### src/rtl/branch_hazard_ctrl_pkg.sv
// Shared definitions for the pipeline control sequencer:
// FSM state encodings and the x0 register index.
package branch_hazard_ctrl_pkg;

    typedef enum logic [1:0] {
        ST_RUN     = 2'd0,
        ST_FLUSH   = 2'd1,
        ST_MEMWAIT = 2'd2
    } state_t;

    localparam logic [4:0] REG_X0 = 5'd0;

endpackage

### src/rtl/branch_hazard_ctrl_load_use_detect.sv
// Load-use hazard detector: a load in EX whose destination
// feeds a source operand of the instruction in ID.
module load_use_detect
    import branch_hazard_ctrl_pkg::*;
(
    input  logic       ex_valid,
    input  logic       ex_mem_read,
    input  logic [4:0] ex_rd,
    input  logic [4:0] id_rs1,
    input  logic [4:0] id_rs2,
    input  logic       id_use_rs1,
    input  logic       id_use_rs2,
    output logic       hazard
);

    logic rs1_hit;
    logic rs2_hit;

    assign rs1_hit = id_use_rs1 & (id_rs1 == ex_rd);
    assign rs2_hit = id_use_rs2 & (id_rs2 == ex_rd);

    // x0 never carries a value, so a load to it cannot cause a hazard
    assign hazard = ex_valid & ex_mem_read & (ex_rd != REG_X0)
                  & (rs1_hit | rs2_hit);

endmodule

### src/rtl/branch_hazard_ctrl.sv
// Pipeline control sequencer: PC redirect, stage stall and flush.
// Optional BRANCH_PERF_EN adds branch/taken/stall counters.
module branch_hazard_ctrl
    import branch_hazard_ctrl_pkg::*;
#(
    parameter int XLEN        = 32,
    parameter int FLUSH_EXTRA = 0,
    parameter int CNT_W       = 32
) (
    input  logic            clk,
    input  logic            rst,
    input  logic            ex_valid,
    input  logic            ex_is_branch,
    input  logic            jump_flag,
    input  logic [XLEN-1:0] jump_target,
    input  logic            ex_mem_read,
    input  logic [4:0]      ex_rd,
    input  logic [4:0]      id_rs1,
    input  logic [4:0]      id_rs2,
    input  logic            id_use_rs1,
    input  logic            id_use_rs2,
    input  logic            mem_busy,
    output logic            pc_sel,
    output logic [XLEN-1:0] pc_target,
    output logic            pc_stall,
    output logic            ifid_stall,
    output logic            ifid_flush,
    output logic            idex_stall,
    output logic            idex_flush,
    output logic            exmem_stall,
    output logic [1:0]      state_o
`ifdef BRANCH_PERF_EN
    ,
    output logic [CNT_W-1:0] perf_branch,
    output logic [CNT_W-1:0] perf_taken,
    output logic [CNT_W-1:0] perf_stall
`endif
);

    localparam logic [2:0] CNT_LOAD = 3'(FLUSH_EXTRA);

    state_t     state_q;
    state_t     state_d;
    logic [2:0] cnt_q;
    logic [2:0] cnt_d;

    logic hazard;
    logic run_eval;
    logic freeze;
    logic redirect;
    logic lu_stall;
    logic flush_hold;

    load_use_detect u_lud (
        .ex_valid    (ex_valid),
        .ex_mem_read (ex_mem_read),
        .ex_rd       (ex_rd),
        .id_rs1      (id_rs1),
        .id_rs2      (id_rs2),
        .id_use_rs1  (id_use_rs1),
        .id_use_rs2  (id_use_rs2),
        .hazard      (hazard)
    );

    always_ff @(posedge clk) begin
        if (rst) begin
            state_q <= ST_RUN;
            cnt_q   <= 3'd0;
        end else begin
            state_q <= state_d;
            cnt_q   <= cnt_d;
        end
    end

    always_comb begin
        state_d    = state_q;
        cnt_d      = cnt_q;
        run_eval   = 1'b0;
        freeze     = 1'b0;
        redirect   = 1'b0;
        lu_stall   = 1'b0;
        flush_hold = 1'b0;

        case (state_q)
            ST_FLUSH: begin
                flush_hold = 1'b1;
                if (mem_busy) begin
                    freeze = 1'b1;
                end else begin
                    cnt_d = cnt_q - 3'd1;
                    if (cnt_q <= 3'd1) begin
                        state_d = ST_RUN;
                    end
                end
            end
            ST_MEMWAIT: begin
                if (mem_busy) begin
                    freeze = 1'b1;
                end else begin
                    run_eval = 1'b1;
                end
            end
            default: run_eval = 1'b1;
        endcase

        // MEMWAIT exit cycle is handled exactly like a RUN cycle
        if (run_eval) begin
            state_d = ST_RUN;
            if (mem_busy) begin
                freeze  = 1'b1;
                state_d = ST_MEMWAIT;
            end else if (ex_valid & jump_flag) begin
                redirect = 1'b1;
                if (FLUSH_EXTRA > 0) begin
                    state_d = ST_FLUSH;
                    cnt_d   = CNT_LOAD;
                end
            end else if (hazard) begin
                lu_stall = 1'b1;
            end
        end
    end

    assign pc_sel      = redirect;
    assign pc_target   = redirect ? jump_target : '0;
    assign pc_stall    = freeze | lu_stall;
    assign ifid_stall  = freeze | lu_stall;
    assign ifid_flush  = redirect | flush_hold;
    assign idex_stall  = freeze;
    assign idex_flush  = redirect | lu_stall;
    assign exmem_stall = freeze;
    assign state_o     = state_q;

`ifdef BRANCH_PERF_EN
    always_ff @(posedge clk) begin
        if (rst) begin
            perf_branch <= '0;
            perf_taken  <= '0;
            perf_stall  <= '0;
        end else begin
            if (run_eval & ex_valid & ex_is_branch & !mem_busy) begin
                perf_branch <= perf_branch + CNT_W'(1);
            end
            if (redirect) begin
                perf_taken <= perf_taken + CNT_W'(1);
            end
            if (pc_stall) begin
                perf_stall <= perf_stall + CNT_W'(1);
            end
        end
    end
`else
    logic unused_sink;
    assign unused_sink = ex_is_branch ^ (CNT_W == 0);
`endif

endmodule

### config.mk
export PLATFORM = sky130hd
export DESIGN_NAME = branch_hazard_ctrl
export DESIGN_NICKNAME = d
export VERILOG_FILES = /design/src/rtl/branch_hazard_ctrl_pkg.sv /design/src/rtl/branch_hazard_ctrl_load_use_detect.sv /design/src/rtl/branch_hazard_ctrl.sv
export SDC_FILE = /design/constraint.sdc
export NUM_CORES = 1
export LEC_CHECK = 0
export ABC_AREA = 1
export CAP_MARGIN = 20
export CORE_MARGIN = 2
export CORE_UTILIZATION = 22
export CTS_CLUSTER_SIZE = 16
export DETAILED_ROUTE_END_ITERATION = 12
export PLACE_DENSITY = 0.85
export SETUP_SLACK_MARGIN = 0.1
export SYNTH_ARGS = -nofsm -noshare
export SYNTH_HDL_FRONTEND = slang
export SYNTH_SLANG_ARGS = --single-unit
### constraint.sdc
create_clock -name clk -period 1.5 [get_ports clk]
set_input_delay 0.375 -clock clk [delete_from_list [all_inputs] [get_ports clk]]
set_output_delay 0.375 -clock clk [all_outputs]
set_load 0.1 [all_outputs]
==> results.cfg, run 1 <==
[outcome]
lastStage = 5_1_grt
status = stopped before the end
error = [ERROR DPL-0033] detailed placement checks failed during check placement.

[floorplanning]
start_util_pct = 23.66
rows = 18
ios = 97
fp.dieW_um = 56.09
dieHeight_um = 56.09

[placement]
hpwl_um = 3078
place_congestion = 0.7798
io_buffers = 94
place_area_sq_mm = 0.002283
dp.cells = 263
post-place-ws_ps = -747.6

[logic_synthesis]
synth-seq-cells = 1
synth_seq_area_share_pct = 3.354
syn_area_per_cell_sq_um = 4.263
ys_warn_count = 0
ys_types = 13
synth.cell_area_sq_um = 596.8
synth.net_count = 196
syn_inst = 140

[global_routing]
grt_max_degree = 8
antenna_found_initial = 0

[sta]
worst-ep-kind = top-level output
grt-worst-endpoint = pc_stall
synth_stat cells:
cell type | n | area (sq um)
nor2_2 | 2 | 12.51
nand2_1 | 31 | 116.4
buf_4 | 4 | 30.03
nand2_2 | 2 | 12.51
nand4_1 | 2 | 12.51
conb_1 | 1 | 3.750
nand3_1 | 2 | 10.01
clkbuf_1 | 1 | 3.750
nor2_1 | 41 | 153.9
inv_2 | 2 | 7.510
buf_6 | 3 | 33.78
inv_1 | 48 | 180.2
dfxtp_1 | 1 | 20.02
kinds of logic after synthesis:
family | count (synthesis) | synth area share (%)
AND/OR/NAND/NOR | 80 | 53.25
buffers and inverters | 58 | 42.77
flip-flops | 1 | 3.354
other | 1 | 0.6283
per-stage QoR:
stage,TNS [ps],hold slack (ps)
CTS,-4769,861.2
detailed placement,-24460,856.0
floorplan,-6140,447.4
global placement,-22840,843.7
what timing repair did:
item                       in CTS
hold buffers                    0
cloned                          2
setup buffers                   2
setup endpoints to repair      40
pin swaps                      26
resized for setup              95
==> run 2, diff against run 1 <==
Settings changed: CORE_AREA set to 2 2 63 65, CORE_MARGIN 2 to not set, CORE_UTILIZATION 22 to not set, CTS_CLUSTER_SIZE 16 to not set, DIE_AREA set to 0 0 65 67, PLACE_DENSITY 0.85 to not set, PLACE_DENSITY_LB_ADDON set to 0.15, SETUP_SLACK_MARGIN 0.1 to not set.
==> results.cfg, run 2 <==
[outcome]
status = finished, violations left
violations = setup timing

[floorplanning]
start_util_pct = 16.55
ios = 97
dieHeight_um = 67
core-area_sq_mm = 0.003606
rows = 22
dieArea_sq_mm = 0.004355
fp.dieW_um = 65

[global_routing]
antenna_found_initial = 0
grt_pass1_wl_um = 4712
grt_max_degree = 8
grt_pass1_vias = 1094
grt_overflow = 0
grt_use_total_pct = 13.32

[logic_synthesis]
syn_area_per_cell_sq_um = 4.263
synthAdderAreaFrac_pct = 0
synthArstFlopShare_pct = 0
synth_ff_type = dfxtp_1
yosysMostFrequentCell = inv_1
ys_top_cells_by_count = 48 x inv_1, 41 x nor2_1, 31 x nand2_1, 4 x buf_4, 3 x buf_6
yosysTopAreaCell = inv_1
muxShareOfSynthArea_pct = 0
ys_warn_count = 0
synth.top_cell.area_share_pct = 30.19
synth_simple_gate_area_share_pct = 53.25
synth-seq-cells = 1
synth_edf_count = 0
synth_top_family_by_area = simple AND/OR/NAND/NOR gates
synth.cell_area_sq_um = 596.8
synth.net_count = 196
synth_seq_area_share_pct = 3.354
synth_area_leaders = inv_1 30%, nor2_1 26%, nand2_1 19%
ys_types = 13
synth_compound_area_share_pct = 0
syn_inst = 140
synthXorXnorAreaFrac_pct = 0

[layout]
mostFrequentLayoutCells = 44 x buf_12, 39 x inv_1, 33 x nor2_4, 33 x clkdlybuf4s50_1, 21 x nand2_1
largest_register_ffs = 1
register_area_sq_um = 20.02
fin_cells = 284
synthToLayoutAreaGrowth_pct = 306.5
drive_gt1_share_pct = 53.39
fillers = 298
finish.net_count = 294
final_common_cell = buf_12
n_antenna_cell = 0
multi_input_area_sq_um = 629.4

[run]
drv_cap = 0

[placement]
dp.cells = 282
hpwl_um = 2406
io_buffers = 94
place_congestion = 0.6895

[sta]
fin_ws_ps = -147.5
hold_violations = 0
setup_violations = 37
rsz0062_at_grt = true
slew_viol_final = 0
period_minus_slack_ps = 1647
fmax_mhz = 607.0
fin_tns_setup_ps = -4687
period_share_pct = 109.8

[power]
peakVddDrop_mv = 0.1672
power.density_mw_per_mm2 = 327.6
p_comb_share_pct = 96.3
seq_power_share_pct = 3.7
leakagePower_nw = 1.160
intPower_mw = 0.3554
clockPowerShare_pct = 0
switching_power_mw = 0.4393
power_mw = 0.7947
swShare_pct = 55.28

[routing]
routedWlPerCell_um = 9.754
viasPerCell = 3.764
vias = 1069
drc_errors = 0
drt_iter0_markers = 17
drt_pass1_iterations = 4
drt_wl_total_um = 2770
final_antenna_net_count = 0

[min_path]
min_path_type = reg -> out

[worst_setup_path]
worstPathRequired_ps = 1120
crit_fanout = 6
critPathKind = in -> out
cp_cell_sequence = buf_8 > inv_12 > nor2_4 > nand2_8 > buf_8 > nor2_4 > buf_12
setup.worst_path.end_class = primary output
cp_slowest_stage_delay_ps = 180
arrival_ps = 1270
slowest_stage = buf_12
startpoint_type = input pin

[clock_network]
clk_pin_slew_ps = 0
==> run 2: cell counts after synthesis <==
Identical to the previous run, type by type.
==> run 2: final cells by class <==
type	instances	area share (%)
timing repair buffer	104	61.11
multi-input combinational	81	25.94
inverter	50	9.644
tap	48	2.475
sequential	1	0.8252
==> run 2: metrics by stage <==
| stage | setup slack (ps) | hold slack (ps) | cell area, sq um | util [%] |
|---|---|---|---|---|
| after floorplan | -401.2 | 447.4 | 932.1 | - |
| after global placement | -656.2 | 842.3 | 2326 | 64.50 |
| after detailed placement | -708.6 | 849.3 | 2326 | 64.50 |
| after CTS | -213.5 | 843.0 | 2385 | 66.13 |
| after global routing | -190.1 | 848.9 | 2426 | 67.28 |
| final | -147.5 | 842.5 | 2426 | 67.28 |
==> run 2: worst paths after layout <==
path	from	end	cells after the start
max	ex_valid	pc_target[0]	7
min	state_o[1]	state_o[1]	1
==> run 2: layer usage <==
metal	global-route usage, %	wire, um	up-vias
li1	-	-	563
met1	15.12	905	445
met2	23.84	1430	61
met3	6.588	434	0
met4	0	0	0
met5	0	0	-
==> run 2: repair_timing <==
action                                 in CTS  in global routing
gates resized for setup                    90                 29
hold buffers                                0                  0
buffers inserted                            1                  0
gates cloned                                2                  0
setup endpoints to repair                  39                 37
pin swaps                                  33                 19
endpoints found under the hold margin       0                  0
==> run 2: logic make-up after synthesis <==
logic type / Yosys count
and+or+nand+nor: 80
DFF: 1
other: 1
buffers and inverters: 58
==> run 2: power by group through the flow <==
| stage | clock [mW] | sequential (mW) | combinational, mW |
|---|---|---|---|
| 3_5_place_dp | 0 | 0.0298 | 0.744 |
| 2_1_floorplan | 0 | 0.0394 | 0.413 |
| 5_1_grt | 0 | 0.0298 | 0.803 |
| 6_report | 0 | 0.0297 | 0.765 |
| 4_1_cts | 0 | 0.0297 | 0.756 |
| 3_3_place_gp | 0 | 0.0297 | 0.740 |
==> run 2: worst max-delay path: cells and delay by family <==
kind          cells  cell delay (ps)
simple gates      3              410
buf+inv           4              470
(Power assumes the default switching activity.)
